==> config.mk <==
export PLATFORM = sky130hd
export DESIGN_NAME = minibyte_io_responder
export DESIGN_NICKNAME = d
export VERILOG_FILES = /design/src/rtl/minibyte_pkg.sv /design/src/rtl/minibyte_timer8.sv /design/src/rtl/minibyte_io_responder.sv
export SDC_FILE = /design/constraint.sdc
export NUM_CORES = 1
export LEC_CHECK = 0
export ABC_AREA = 1
export CAP_MARGIN = 0
export CELL_PAD_IN_SITES_DETAIL_PLACEMENT = 0
export CELL_PAD_IN_SITES_GLOBAL_PLACEMENT = 1
export CORE_ASPECT_RATIO = 1.1
export CORE_MARGIN = 2
export CORE_UTILIZATION = 48
export CTS_CLUSTER_DIAMETER = 80
export DETAILED_ROUTE_END_ITERATION = 10
export DONT_BUFFER_PORTS = 1
export GPL_TIMING_DRIVEN = 0
export PLACE_DENSITY_LB_ADDON = 0.1
export SYNTH_ARGS = -nofsm -noshare
export SYNTH_HDL_FRONTEND = slang
export SYNTH_SLANG_ARGS = --single-unit
==> constraint.sdc <==
create_clock -name clk_in -period 3.5 [get_ports clk_in]
set_input_delay 0.7 -clock clk_in [delete_from_list [all_inputs] [get_ports clk_in]]
set_output_delay 0.7 -clock clk_in [all_outputs]
set_load 0.02 [all_outputs]
==> src/rtl/minibyte_pkg.sv <==
// Shared constants for the minibyte peripheral window: register offsets,
// control/status bit positions and the timer state encoding.
package minibyte_pkg;

  localparam logic [3:0] OFF_GPIO_OUT   = 4'h0;
  localparam logic [3:0] OFF_GPIO_IN    = 4'h1;
  localparam logic [3:0] OFF_TMR_RELOAD = 4'h2;
  localparam logic [3:0] OFF_TMR_COUNT  = 4'h3;
  localparam logic [3:0] OFF_TMR_CTRL   = 4'h4;
  localparam logic [3:0] OFF_TMR_STATUS = 4'h5;
  localparam logic [3:0] OFF_SCRATCH0   = 4'h6;
  localparam logic [3:0] OFF_SCRATCH1   = 4'h7;

  localparam int CTRL_EN   = 0;
  localparam int CTRL_AUTO = 1;
  localparam int STAT_EXP  = 0;

  typedef enum logic {
    ST_IDLE = 1'b0,
    ST_RUN  = 1'b1
  } tmr_state_t;

endpackage

==> src/rtl/minibyte_timer8.sv <==
// 8-bit prescaled down-timer with one-shot/auto-reload modes and a sticky
// expiry flag; EN is the RUN state itself so hardware auto-clear is visible.
module minibyte_timer8
  import minibyte_pkg::*;
#(
  parameter int PRESCALE = 4
) (
  input  logic       i_clk,
  input  logic       i_rst,
  input  logic       i_ena,
  input  logic       i_start,
  input  logic       i_stop,
  input  logic       i_auto,
  input  logic [7:0] i_reload,
  input  logic       i_w1c,
  output logic [7:0] o_count,
  output logic       o_en,
  output logic       o_exp
);

  localparam logic [7:0] PRE_LAST = 8'(PRESCALE - 1);

  tmr_state_t r_state;
  tmr_state_t w_state_next;
  logic [7:0] r_presc;
  logic [7:0] w_presc_next;
  logic [7:0] r_count;
  logic [7:0] w_count_next;
  logic       r_exp;
  logic       w_exp_next;

  always_ff @(posedge i_clk) begin
    if (i_rst) begin
      r_state <= ST_IDLE;
      r_presc <= 8'h00;
      r_count <= 8'h00;
      r_exp   <= 1'b0;
    end else begin
      r_state <= w_state_next;
      r_presc <= w_presc_next;
      r_count <= w_count_next;
      r_exp   <= w_exp_next;
    end
  end

  always_comb begin
    w_state_next = r_state;
    w_presc_next = r_presc;
    w_count_next = r_count;
    w_exp_next   = r_exp;
    // The clear is applied first so a same-cycle hardware set overrides it.
    if (i_w1c) begin
      w_exp_next = 1'b0;
    end
    if (i_start) begin
      w_state_next = ST_RUN;
      w_count_next = i_reload;
      w_presc_next = 8'h00;
    end else if (i_stop) begin
      w_state_next = ST_IDLE;
    end else if ((r_state == ST_RUN) && i_ena) begin
      if (r_presc == PRE_LAST) begin
        w_presc_next = 8'h00;
        if (r_count != 8'h00) begin
          w_count_next = r_count - 8'h01;
        end else begin
          w_exp_next = 1'b1;
          if (i_auto) begin
            w_count_next = i_reload;
          end else begin
            w_state_next = ST_IDLE;
          end
        end
      end else begin
        w_presc_next = r_presc + 8'h01;
      end
    end
  end

  assign o_count = r_count;
  assign o_en    = (r_state == ST_RUN);
  assign o_exp   = r_exp;

endmodule

==> src/rtl/minibyte_io_responder.sv <==
// Bus target for a 16-byte peripheral window: address decode, register file,
// GPIO input synchronizer and zero-latency read mux around the down-timer.
module minibyte_io_responder
  import minibyte_pkg::*;
#(
  parameter logic [7:0] BASE_ADDR = 8'hF0,
  parameter int         PRESCALE  = 4
) (
  input  logic       clk_in,
  input  logic       rst_in,
  input  logic       ena_in,
  input  logic [7:0] addr_in,
  input  logic [7:0] wdata_in,
  input  logic       we_in,
  input  logic       drive_in,
  output logic [7:0] rdata_out,
  output logic       data_oe_out,
  input  logic [7:0] gpio_in,
  output logic [7:0] gpio_out,
  output logic       tmr_irq_out
);

  logic       w_hit;
  logic [3:0] w_off;
  logic       w_wr;
  logic       w_start;
  logic       w_stop;
  logic       w_w1c;
  logic [7:0] w_count;
  logic       w_en;
  logic       w_exp;
  logic [7:0] w_rdata;

  logic [7:0] r_gpio_out;
  logic [7:0] r_sync1;
  logic [7:0] r_sync2;
  logic [7:0] r_reload;
  logic       r_auto;
  logic [7:0] r_scratch0;
  logic [7:0] r_scratch1;

  assign w_hit = (addr_in[7:4] == BASE_ADDR[7:4]);
  assign w_off = addr_in[3:0];
  assign w_wr  = w_hit & we_in;

  assign w_start = w_wr && (w_off == OFF_TMR_CTRL) &&  wdata_in[CTRL_EN];
  assign w_stop  = w_wr && (w_off == OFF_TMR_CTRL) && !wdata_in[CTRL_EN];
  assign w_w1c   = w_wr && (w_off == OFF_TMR_STATUS) && wdata_in[STAT_EXP];

  always_ff @(posedge clk_in) begin
    if (rst_in) begin
      r_gpio_out <= 8'h00;
      r_sync1    <= 8'h00;
      r_sync2    <= 8'h00;
      r_reload   <= 8'h00;
      r_auto     <= 1'b0;
      r_scratch0 <= 8'h00;
      r_scratch1 <= 8'h00;
    end else begin
      r_sync1 <= gpio_in;
      r_sync2 <= r_sync1;
      if (w_wr) begin
        case (w_off)
          OFF_GPIO_OUT:   r_gpio_out <= wdata_in;
          OFF_TMR_RELOAD: r_reload   <= wdata_in;
          OFF_TMR_CTRL:   r_auto     <= wdata_in[CTRL_AUTO];
          OFF_SCRATCH0:   r_scratch0 <= wdata_in;
          OFF_SCRATCH1:   r_scratch1 <= wdata_in;
          default:        ;
        endcase
      end
    end
  end

  // The timer sees the reload value held before this edge, so a start uses it.
  minibyte_timer8 #(
    .PRESCALE(PRESCALE)
  ) u_timer (
    .i_clk    (clk_in),
    .i_rst    (rst_in),
    .i_ena    (ena_in),
    .i_start  (w_start),
    .i_stop   (w_stop),
    .i_auto   (r_auto),
    .i_reload (r_reload),
    .i_w1c    (w_w1c),
    .o_count  (w_count),
    .o_en     (w_en),
    .o_exp    (w_exp)
  );

  always_comb begin
    w_rdata = 8'h00;
    if (w_hit) begin
      case (w_off)
        OFF_GPIO_OUT:   w_rdata = r_gpio_out;
        OFF_GPIO_IN:    w_rdata = r_sync2;
        OFF_TMR_RELOAD: w_rdata = r_reload;
        OFF_TMR_COUNT:  w_rdata = w_count;
        OFF_TMR_CTRL:   w_rdata = {6'b000000, r_auto, w_en};
        OFF_TMR_STATUS: w_rdata = {7'b0000000, w_exp};
        OFF_SCRATCH0:   w_rdata = r_scratch0;
        OFF_SCRATCH1:   w_rdata = r_scratch1;
        default:        w_rdata = 8'h00;
      endcase
    end
  end

  assign rdata_out   = w_rdata;
  assign data_oe_out = w_hit & ~drive_in;
  assign gpio_out    = r_gpio_out;
  assign tmr_irq_out = w_exp;

endmodule

==> key figures, run 1 <==
GRT
  – GR Util All Layers: 22.5%
  – Maximum number of pins on one net before global-route repair: 13
  – Wire length of the first global-routing pass: 13,800 um
  – Number of antenna violations at the first check in global routing: 0
  – GRT Residual Overflow: 0
  – Via count of the first global-routing pass: 2,924

Yosys
  – Sequential element share of the synthesized area: 40.3%
  – Share of the synthesized area in the top cell type: 40.3%
  – Mean Syn Cell Area: 6.61 um^2
  – Leading post-synthesis cells by instance count: sky130_fd_sc_hd__nand2_1 (116), sky130_fd_sc_hd__nor2_1 (105), sky130_fd_sc_hd__dfxtp_1 (67)
  – Number of enable-type register cells in the synthesized netlist: 0
  – Synthesis warning total: 0
  – Number of synthesized register bits: 67
  – Total standard cell area after synthesis: 3330 um^2
  – Count of mapped cells out of synthesis: 503
  – Library cells used by synthesis: 32
  – Leading post-synthesis cells by cell area: sky130_fd_sc_hd__dfxtp_1 (40%), sky130_fd_sc_hd__nand2_1 (13%), sky130_fd_sc_hd__nor2_1 (12%), sky130_fd_sc_hd__o21ai_0 (6.6%), sky130_fd_sc_hd__inv_1 (6.3%)
  – Net Count, Synth: 535
  – Most numerous cell in the Yosys netlist: sky130_fd_sc_hd__nand2_1
  – Predominant post-synthesis flop cell: sky130_fd_sc_hd__dfxtp_1
  – Cell accounting for the most synthesized area: sky130_fd_sc_hd__dfxtp_1
  – Share of flip-flops with an asynchronous set or reset: 0%

STA
  – Final Cycle Share: 77.0%
  – Minimum setup slack in the final design: 0.806 ns
  – RSZ-0062 raised after global routing: no
  – Count of final setup violators: 0
  – Worst setup skew after layout: 0.00723 ns
  – Max Clk Rate: 0.371 GHz
  – Final-report max-slew violation count: 0
  – Worst Max-Slew Pin Slew: 0.576 ns
  – Worst Hold Slack: 0.403 ns
  – Worst max-slew margin expressed relative to the limit: 61.4%
  – Post-layout min period: 2.69 ns
  – Hold violation count in the final report: 0
  – Post-route setup TNS: 0 ns

Setup path
  – Crit path capture type: output pin
  – Startpoint type of the worst setup path: input pin
  – Slowest cell delay on critical path: 0.43 ns
  – Critical path buffer and inverter count: 1
  – Arrival time of the worst setup path: 1.99 ns
  – Crit path max-delay family: simple AND/OR/NAND/NOR gates
  – R2R setup slack: 1.69 ns
  – CP max-delay cell: sky130_fd_sc_hd__a31oi_1
  – Crit path required time: 2.80 ns
  – Ordered cell list for the critical path: nor2_4, nand2_1, inv_1, nand2_1, o21ai_0, nor2_1, a31oi_1
  – Terminus of the critical flop-to-flop path: u_timer.o_count[1]$_SDFFE_PP0P_
  – Classification of the worst setup path: in -> out
  – Startpoint of the lowest-slack register-to-register path: u_timer.o_count[0]$_SDFFE_PP0P_
  – Logic depth of the worst register-to-register path: 10
  – Critical Path Fanout Max: 10
  – Cell repeated most along the worst path: sky130_fd_sc_hd__nand2_1

Place
  – Cell area after placement: 3430 um^2
  – Number of buffer cells added on primary ports: 0
  – Cell count after placement: 585
  – Detailed-placement wirelength estimate: 6030 um
  – Pre-CTS setup slack: 0.823 ns
  – Last weighted congestion value of the routability-driven placer: 0.856

Run status
  – Outcome: finished clean

Detailed routing
  – Number of nets with antenna violations after routing: 0
  – Routed vias: 3,051
  – Total iterations of the first detailed-routing run: 5
  – Drt wl/cell: 13.5 um
  – Detailed Route WL: 8100 um
  – Detailed router's first-iteration violation count: 173
  – DRC violation count after routing: 0
  – Average via count per standard cell: 5.08

Die
  – Site Rows: 31
  – DIE AREA: 7610 um^2
  – Width of the die: 83.4 um
  – Placeable core region: 6630 um^2
  – Number of top-level pins: 47
  – Initial standard-cell utilization of the core: 50.2%
  – Die outline height: 91.3 um

Clock network
  – Clock latency reported for the late side of the worst-skew pair: 0.36 ns
  – Post-CTS setup repair buffer count: 0
  – Number of clock sinks seen by CTS: 67
  – Clock tree root driver cell: sky130_fd_sc_hd__clkbuf_8
  – Clock-pin transition on the worst setup and hold timing paths: 0.07 ns
  – Post-CTS Resized: 0
  – Number of levels in the clock H-tree: 3
  – Inserted Clock Buffers: 9
  – Clock tree from TritonCTS: done
  – # hold bufs at CTS: 0
  – Clock Tree Buf Depth: 2

Worst hold path
  – Origin of the worst min-delay path: r_sync1[2]$_SDFF_PP0_
  – Number of cells on the worst hold path: 2
  – Endpoint with the worst hold slack: r_sync2[2]$_SDFF_PP0_
  – Worst hold path type: reg -> reg

Pwr
  – Final total power: 1.77 mW
  – IR drop worst, VDD: 287 uV
  – Static leakage power: 1.73 nW
  – Power density over cell area: 475 nW/um^2

Final layout
  – Fraction of layout instances using a drive strength above 1: 7.51%
  – Final-stage net count: 546
  – Diode count: 0
  – P&R area growth vs syn: 11.7%
  – Core utilization of the finished layout: 56.0%
  – Post-layout instance area: 3720 um^2
  – Final instance count without filler cells: 601

Job
  – Maxcap violations: 0
## report_power, final
part | internal, mW | leakage [nW] | switching [mW] | total, mW
clock | 0.617 | 0.143 | 0.323 | 0.941
sequential | 0.771 | 0.543 | 0.00277 | 0.774
combinational | 0.0137 | 1.04 | 0.0375 | 0.0512
## layout make-up
type	instances	area, um^2
multi-input combinational	366	1710
fill	686	2920
inverter	62	233
clock inverter	7	164
tap	82	103
clock buffer	9	124
buffer	8	42.5
sequential	67	1340
## layout by cell type, fill, tap and decap left out, types with 5 or more instances in the layout
| cell | count |
|---|---|
| sky130_fd_sc_hd__a21oi_1 | 20 |
| sky130_fd_sc_hd__a31oi_1 | 7 |
| sky130_fd_sc_hd__bufinv_16 | 5 |
| sky130_fd_sc_hd__clkbuf_8 | 9 |
| sky130_fd_sc_hd__dfxtp_1 | 67 |
| sky130_fd_sc_hd__inv_1 | 56 |
| sky130_fd_sc_hd__nand2_1 | 116 |
| sky130_fd_sc_hd__nand3_1 | 34 |
| sky130_fd_sc_hd__nor2_1 | 105 |
| sky130_fd_sc_hd__nor3_1 | 6 |
| sky130_fd_sc_hd__o21ai_0 | 44 |
| sky130_fd_sc_hd__o22ai_1 | 5 |
## how the worst max path moves through the flow
stage,start,endpoint,slack (ns),cells after the start
after floorplan,addr_in[1],rdata_out[0],1.10,6
after global placement,addr_in[3],rdata_out[4],0.83,7
after detailed placement,addr_in[3],rdata_out[4],0.82,7
after CTS,addr_in[3],rdata_out[7],0.81,7
after global routing,addr_in[0],rdata_out[3],0.66,6
final,addr_in[3],rdata_out[4],0.81,7
## metal layers
| metal | vias up | GRT usage [%] | wire length, um |
|---|---|---|---|
| met5 | - | 0 | 0 |
| li1 | 1620 | - | - |
| met1 | 1344 | 27.1 | 3630 |
| met2 | 71 | 39.0 | 3890 |
| met3 | 16 | 4.27 | 389 |
| met4 | 0 | 9.84 | 191 |
## cells by family (layout without fill, tap and decap cells)
logic type | after synthesis | count (layout) | synth area share [%]
buffers and inverters | 70 | 86 | 8.27
flip-flops | 67 | 67 | 40.3
AND/OR/NAND/NOR | 279 | 279 | 36.4
AO/OA/AOI/OAI | 80 | 80 | 12.8
adder cells (fa/ha/maj) | 3 | 3 | 1.13
XOR/XNOR | 4 | 4 | 1.05
## flip-flops by register name, indices dropped and copies added (netlist names)
signal           count
gpio_out             8
r_auto               1
r_reload             8
r_scratch0           8
r_scratch1           8
r_sync1              8
r_sync2              8
u_timer.o_count      8
u_timer.o_en         1
u_timer.o_exp        1
u_timer.r_presc      8
## worst min-delay path, cell delays in order, from the launching register on
cell and delay, ns:
sky130_fd_sc_hd__dfxtp_1 0.30, sky130_fd_sc_hd__inv_1 0.04, sky130_fd_sc_hd__nor2_1 0.03
No activity file was read; power rests on OpenSTA's default activity.
==> run 2: changes to the inputs <==
ABC_AREA = 0   (was 1)
CORE_UTILIZATION = 43   (was 48)
clock period = 2.2 ns   (was 3.5 ns; I/O delays follow)
==> run 2 against run 1 <==
Flip-flop and latch count did not move. Clock power increased by 12%. Synthesized cell count down 29%. Sequential power increased by 59%. Total power grew 36%. Cell area fell by 1.8%. Combinational power rose by 120%. Critical path depth is 2 lower. Via count is 15% lower. Largest cell class unchanged. Largest power group is now registers. Highest routed layer unchanged.
==> key figures, run 2 <==
Worst hold path
  – Worst hold path type: in -> reg

Final layout
  – Fill cell total of the finished layout: 705 (+2.8%)
  – Area taken by flip-flops and latches: 1340 um^2 (about the same)
  – Leading cell types in the layout, fill and taps excluded: sky130_fd_sc_hd__dfxtp_1 (66), sky130_fd_sc_hd__nor2_1 (54), sky130_fd_sc_hd__mux2i_1 (48), sky130_fd_sc_hd__nor2b_1 (18), sky130_fd_sc_hd__nand2_1 (17)
  – Diode count: 0 (unchanged)
  – Area occupied by multi-input gates: 1900 um^2 (+11%)
  – Final-stage net count: 399 (-27%)
  – Fraction of layout instances using a drive strength above 1: 15.3% (+7.8 points)
  – Final instance count without filler cells: 459 (-24%)
  – Leading cell type in the layout, fill and taps excluded: sky130_fd_sc_hd__dfxtp_1
  – P&R area growth vs syn: 11.6% (about the same)

Yosys
  – Synthesis warning total: 0 (unchanged)
  – Net Count, Synth: 389 (-27%)
  – Cell accounting for the most synthesized area: sky130_fd_sc_hd__dfxtp_1
  – Total standard cell area after synthesis: 3270 um^2 (-1.7%)
  – Sequential element share of the synthesized area: 41.0% (+0.71 points)
  – Leading post-synthesis cells by instance count: sky130_fd_sc_hd__dfxtp_1 (67), sky130_fd_sc_hd__nor2_1 (56), sky130_fd_sc_hd__mux2i_1 (48)
  – Number of synthesized register bits: 67 (unchanged)
  – Library cells used by synthesis: 55 (+72%)
  – Leading post-synthesis cells by cell area: sky130_fd_sc_hd__dfxtp_1 (41%), sky130_fd_sc_hd__mux2i_1 (15%), sky130_fd_sc_hd__nor2_1 (6.4%), sky130_fd_sc_hd__nor2b_1 (4.0%), sky130_fd_sc_hd__a22o_1 (2.4%)
  – Share of flip-flops with an asynchronous set or reset: 0% (unchanged)
  – Predominant post-synthesis flop cell: sky130_fd_sc_hd__dfxtp_1
  – Share of the synthesized area in the top cell type: 41.0% (+0.71 points)
  – Count of mapped cells out of synthesis: 357 (-29%)
  – Number of enable-type register cells in the synthesized netlist: 0 (unchanged)
  – Most numerous cell in the Yosys netlist: sky130_fd_sc_hd__dfxtp_1
  – Mean Syn Cell Area: 9.16 um^2 (+38%)

Job
  – Maxcap violations: 0 (unchanged)

Detailed routing
  – DRC violation count after routing: 0 (unchanged)
  – Detailed router's first-iteration violation count: 154 (-11%)
  – Total iterations of the first detailed-routing run: 4 (-1)
  – Drt wl/cell: 18.4 um (+36%)
  – Average via count per standard cell: 5.66 (+11%)
  – Detailed Route WL: 8440 um (+4.1%)
  – Number of nets with antenna violations after routing: 0 (unchanged)
  – Routed vias: 2,598 (-15%)

Die
  – Width of the die: 87.1 um (+4.5%)
  – Die outline height: 95.5 um (+4.5%)
  – Placeable core region: 7430 um^2 (+12%)
  – Number of top-level pins: 47 (unchanged)
  – DIE AREA: 8320 um^2 (+9.2%)
  – Site Rows: 33 (+6.5%)
  – Initial standard-cell utilization of the core: 44.0% (-6.2 points)

STA
  – Final-report max-slew violation count: 0 (unchanged)
  – Hold violation count in the final report: 0 (unchanged)
  – Worst setup skew after layout: 0.00702 ns (-0.000216 ns)
  – Count of final setup violators: 0 (unchanged)
  – Post-layout min period: 2.10 ns
  – Max Clk Rate: 0.477 GHz
  – Worst Max-Slew Pin Slew: 0.737 ns (+0.161 ns)
  – RSZ-0062 raised after global routing: yes
  – Worst max-slew margin expressed relative to the limit: 50.9% (-11 points)
  – Minimum setup slack in the final design: 0.103 ns (-0.703 ns)
  – Final Cycle Share: 95.3%

Place
  – Last weighted congestion value of the routability-driven placer: 0.806 (-5.8%)
  – Cell count after placement: 444 (-24%)
  – Number of buffer cells added on primary ports: 0 (unchanged)
  – Pre-CTS setup slack: -0.338 ns (-1.16 ns)
  – Detailed-placement wirelength estimate: 6140 um (+1.8%)

GRT
  – Busiest metal layer after global routing: met2
  – Wire length of the first global-routing pass: 13,900 um (+0.59%)
  – Met1 track demand over resource in global routing: 27.5% (+0.45 points)
  – Maximum number of pins on one net before global-route repair: 14 (+1)
  – GRT Residual Overflow: 0 (unchanged)
  – Grt met2 use: 37.0% (-2.0 points)
  – GR Util All Layers: 22.2% (-0.36 points)
  – Via count of the first global-routing pass: 2,617 (-10%)
  – Global routing usage on met3: 5.45% (+1.2 points)
  – Number of antenna violations at the first check in global routing: 0 (unchanged)

Clock network
  – Inserted Clock Buffers: 9 (unchanged)
  – Post-CTS setup repair buffer count: 0 (unchanged)
  – Clock Tree Buf Depth: 2 (unchanged)
  – Clock tree root driver cell: sky130_fd_sc_hd__clkbuf_8
  – Clock tree from TritonCTS: done
  – # hold bufs at CTS: 0 (unchanged)
  – Clock-pin transition on the worst setup and hold timing paths: 0.08 ns (about the same)
  – Number of clock sinks seen by CTS: 67 (unchanged)
  – Number of levels in the clock H-tree: 3 (unchanged)
  – Clock latency reported for the late side of the worst-skew pair: 0.35 ns (about the same)

Setup path
  – Crit path max-delay family: compound AO/OA/AOI/OAI gates
  – Critical Path Fanout Max: 8 (-2)
  – CP max-delay cell: sky130_fd_sc_hd__a211oi_2
  – Startpoint type of the worst setup path: input pin
  – Ordered cell list for the critical path: buf_2, nor2b_2, a22o_1, nand2_1, a211oi_2
  – Crit path required time: 1.76 ns (-1.04 ns)
  – Slowest cell delay on critical path: 0.44 ns (about the same)
  – Arrival time of the worst setup path: 1.66 ns (-0.33 ns)
  – Critical path buffer and inverter count: 1 (unchanged)
  – Classification of the worst setup path: in -> out
  – Crit path capture type: output pin

Pwr
  – IR drop worst, VDD: 387 uV (+35%)
  – Power density over cell area: 656 nW/um^2 (+38%)
  – Static leakage power: 1.42 nW (-18%)
  – Final total power: 2.39 mW (+36%)

Run status
  – Outcome: finished clean
[run 2: cell types whose count changed after synthesis, sizes merged, moves of 9 or more]
cell | before | now
nor2 | 113 | 56
a22o | 0 | 9
mux2i | 0 | 48
o21ai | 45 | 9
a21oi | 21 | 11
inv | 60 | 6
nor2b | 0 | 21
nand2 | 121 | 19
nand3 | 36 | 9
[run 2: cell type report]
| class | instances | share of cell area, % |
|---|---|---|
| plain buffers | 17 | 2.16 |
| clock buffers | 9 | 3.39 |
| clock inverters | 7 | 2.09 |
| flip-flops and latches | 67 | 36.8 |
| multi-input cells | 266 | 52.0 |
| well taps | 87 | 2.98 |
| inverters | 6 | 0.617 |
[run 2: power breakdown]
| group | leakage [nW] | internal [mW] | switching [mW] |
|---|---|---|---|
| logic | 0.776 | 0.0366 | 0.0767 |
| registers | 0.543 | 1.23 | 0.00378 |
| clock network | 0.0962 | 0.531 | 0.519 |
| total | 1.42 | 1.79 | 0.599 |
[run 2: final timing paths]
kind | start | endpoint | slack (ns) | depth (start not counted)
max | addr_in[0] | rdata_out[1] | 0.10 | 5
min | gpio_in[5] | r_sync1[5]$_SDFF_PP0_ | 0.21 | 1
min reg2reg | r_sync1[4]$_SDFF_PP0_ | r_sync2[4]$_SDFF_PP0_ | 0.44 | 1
max reg2reg | u_timer.r_presc[0]$_SDFFE_PP0P_ | u_timer.o_count[0]$_SDFFE_PP0P_ | 0.13 | 6
[run 2: per-stage QoR]
stage	hold slack, ns	setup TNS, ns	area, um^2	utilization [%]
2_1_floorplan	0.414	0	3270	-
3_3_place_gp	0.420	-1.81	3380	45.5
3_5_place_dp	0.427	-1.72	3380	45.5
4_1_cts	0.201	0	3600	48.5
5_1_grt	0.202	-0.0212	3650	49.1
6_report	0.214	0	3650	49.1
[run 2: cell families after synthesis]
group / count (synthesis) / synth area share [%]
AOI/OAI and AO/OA: 56 / 12.1
xor gates and xnor gates: 8 / 2.14
adders and majority gates: 3 / 1.15
buffers and inverters: 24 / 2.95
DFF: 67 / 41.0
muxes: 55 / 17.1
and+or+nand+nor: 144 / 23.5
[run 2: layer usage]
metal / share of wire (%) / up-vias / wire [um]
met5: 0 / - / 0
met4: 1.8 / 0 / 150
met3: 4.6 / 14 / 389
met2: 47 / 53 / 4000
met1: 46 / 1234 / 3900
li1: - / 1297 / -
[run 2: repair_timing]
action / CTS / global route
pin swaps: 0 / 4
endpoints found under the setup margin: 9 / 13
gates resized for setup: 9 / 13
==> run 3: changes to the inputs <==
CORE_UTILIZATION = 45   (was 43)
CTS_BUF_LIST = sky130_fd_sc_hd__clkbuf_8   (was default)
==> run 3 against run 2 <==
Non-clock buffer count did not move. Sequential share of layout area fell by 0.25 points. Largest power group unchanged. Sequential power about the same. Total power is 4.7% higher. Hold slack gained 0.0029 ns. Highest routed layer unchanged. Clock-buffer cell count is the same. Fmax down 0.33%.
==> key figures, run 3 (same netlist as run 2, synthesis figures left out) <==
STA
  – Minimum setup slack in the final design: 0.0959 ns (-0.00697 ns)
  – Count of final setup violators: 0 (unchanged)
  – Worst Max-Slew Pin Slew: 0.773 ns (+0.0362 ns)
  – Worst setup skew after layout: 0.00780 ns (+0.000783 ns)
  – Worst max-slew margin expressed relative to the limit: 48.4% (-2.4 points)
  – Max Clk Rate: 0.475 GHz (-0.33%)
  – Final-report max-slew violation count: 0 (unchanged)
  – Post-layout min period: 2.10 ns (+0.00697 ns)
  – Hold violation count in the final report: 0 (unchanged)
  – Post-route setup TNS: 0 ns (unchanged)
  – RSZ-0062 raised after global routing: no
  – Final Cycle Share: 95.6% (+0.32 points)

Worst hold path
  – Origin of the worst min-delay path: gpio_in[4]
  – Number of cells on the worst hold path: 1 (unchanged)
  – Endpoint with the worst hold slack: r_sync1[4]$_SDFF_PP0_
  – Worst hold path type: in -> reg

Place
  – Detailed-placement wirelength estimate: 6070 um (-1.1%)
  – Last weighted congestion value of the routability-driven placer: 0.817 (+1.4%)
  – Number of buffer cells added on primary ports: 0 (unchanged)
  – Pre-CTS setup slack: -0.292 ns (+0.0455 ns)

Detailed routing
  – Average via count per standard cell: 5.72 (+0.98%)
  – Number of nets with antenna violations after routing: 0 (unchanged)
  – Detailed router's first-iteration violation count: 123 (-20%)
  – Drt wl/cell: 18.1 um (-1.8%)
  – Routed vias: 2,612 (+0.54%)
  – Total iterations of the first detailed-routing run: 4 (unchanged)
  – DRC violation count after routing: 0 (unchanged)
  – Detailed Route WL: 8250 um (-2.2%)

Setup path
  – Critical Path Fanout Max: 3 (-5)
  – CP max-delay cell: sky130_fd_sc_hd__dfxtp_1
  – Slowest cell delay on critical path: 0.40 ns (-0.04 ns)
  – Ordered cell list for the critical path: mux2_2, a22oi_1, nor2_1, a221oi_1, nor2_2
  – Crit path capture type: output pin
  – Logic depth of the worst register-to-register path: 6 (unchanged)
  – Crit path required time: 1.76 ns (about the same)
  – Terminus of the critical flop-to-flop path: u_timer.o_count[0]$_SDFFE_PP0P_
  – Arrival time of the worst setup path: 1.66 ns (about the same)
  – R2R setup slack: 0.14 ns (about the same)
  – Classification of the worst setup path: reg -> out
  – Startpoint type of the worst setup path: flip-flop
  – Timing startpoint of the critical path: u_timer.o_exp$_SDFF_PP0_
  – Startpoint of the lowest-slack register-to-register path: u_timer.r_presc[0]$_SDFFE_PP0P_

GRT
  – Number of antenna violations at the first check in global routing: 0 (unchanged)
  – Via count of the first global-routing pass: 2,587 (-1.1%)
  – GR Util All Layers: 22.0% (-0.16 points)
  – Wire length of the first global-routing pass: 13,500 um (-2.9%)
  – GRT Residual Overflow: 0 (unchanged)
  – Maximum number of pins on one net before global-route repair: 14 (unchanged)

Clock network
  – Inserted Clock Buffers: 9 (unchanged)
  – Clock tree root driver cell: sky130_fd_sc_hd__clkbuf_8
  – Clock tree from TritonCTS: done
  – Clock-pin transition on the worst setup and hold timing paths: 0.08 ns (about the same)
  – Clock latency reported for the late side of the worst-skew pair: 0.34 ns (about the same)
  – Clock Tree Buf Depth: 2 (unchanged)
  – # hold bufs at CTS: 0 (unchanged)
  – Number of levels in the clock H-tree: 3 (unchanged)
  – Number of clock sinks seen by CTS: 67 (unchanged)

Pwr
  – Power density over cell area: 683 nW/um^2 (+4.1%)
  – Static leakage power: 1.43 nW (+0.63%)
  – IR drop worst, VDD: 419 uV (+8.1%)

Final layout
  – Leading cell types in the layout, fill and taps excluded: sky130_fd_sc_hd__dfxtp_1 (67), sky130_fd_sc_hd__nor2_1 (53), sky130_fd_sc_hd__mux2i_1 (48), sky130_fd_sc_hd__nor2b_1 (18), sky130_fd_sc_hd__nand2_1 (17)
  – Area occupied by multi-input gates: 1900 um^2 (+0.13%)
  – Fill cell total of the finished layout: 684 (-3.0%)
  – Fraction of layout instances using a drive strength above 1: 15.3% (unchanged)
  – Diode count: 0 (unchanged)
  – Area taken by flip-flops and latches: 1340 um^2 (about the same)
  – Leading cell type in the layout, fill and taps excluded: sky130_fd_sc_hd__dfxtp_1
  – P&R area growth vs syn: 12.3%
  – Final-stage net count: 399 (unchanged)

Die
  – Site Rows: 32 (-3.0%)
  – Initial standard-cell utilization of the core: 46.4% (+2.4 points)
  – Number of top-level pins: 47 (unchanged)
  – Die outline height: 93.4 um (-2.2%)
  – Placeable core region: 7050 um^2 (-5.2%)
  – Width of the die: 85.3 um (-2.1%)
  – DIE AREA: 7960 um^2 (-4.3%)

Run status
  – Outcome: finished clean

Job
  – Maxcap violations: 0 (unchanged)
-- run 3: what timing repair did --
action,in CTS,in global routing
pin swaps,1,1
setup buffers,0,0
resized for setup,10,12
setup endpoints to repair,8,16
-- run 3: critical path: cells and delay by family (launching register included) --
family,cells,cell delay (ns)
AOI/OAI and AO/OA,2,0.43
DFF,1,0.40
muxes,1,0.29
and+or+nand+nor,2,0.20
-- run 3: where the power goes --
part	internal, mW	total (mW)	leakage [nW]	switching, mW
Combinational	0.0358	0.109	0.772	0.0729
Clock	0.646	1.17	0.110	0.522
Sequential	1.23	1.23	0.543	0.00349
-- run 3: stage by stage --
step / cell area (um^2) / instances / hold WS (ns) / util [%] / power (mW)
3_3_place_gp: 3380 / 442 / 0.417 / 48.0 / 1.36
6_report: 3670 / 457 / 0.217 / 52.1 / 2.51
5_1_grt: 3670 / 457 / 0.209 / 52.1 / 2.58
2_1_floorplan: 3270 / 357 / 0.414 / - / 1.33
4_1_cts: 3630 / 457 / 0.207 / 51.5 / 2.52
3_5_place_dp: 3380 / 442 / 0.421 / 48.0 / 1.36
-- run 3: routing by layer --
metal / up-vias / part of all wire (%) / track usage (%)
met4: 0 / 1.2 / 7.01
met2: 51 / 49 / 36.7
met5: - / 0 / 0
met1: 1260 / 45 / 27.8
li1: 1293 / - / -
met3: 8 / 4.5 / 5.74
-- run 3: worst max path at each step --
stage / to / cells past startpoint
2_1_floorplan: rdata_out[3] / 5
3_3_place_gp: rdata_out[3] / 5
3_5_place_dp: rdata_out[3] / 5
4_1_cts: rdata_out[7] / 7
5_1_grt: rdata_out[0] / 6
6_report: rdata_out[0] / 5
-- run 3: area by class of cell --
type                            instances  area share (%)
Inverter                                6           0.613
Buffer                                 17            2.15
Clock buffer                            9            3.37
Sequential cell                        67            36.5
Clock inverter                          7            2.69
Tap cell                               85            2.90
Multi-Input combinational cell        266            51.7
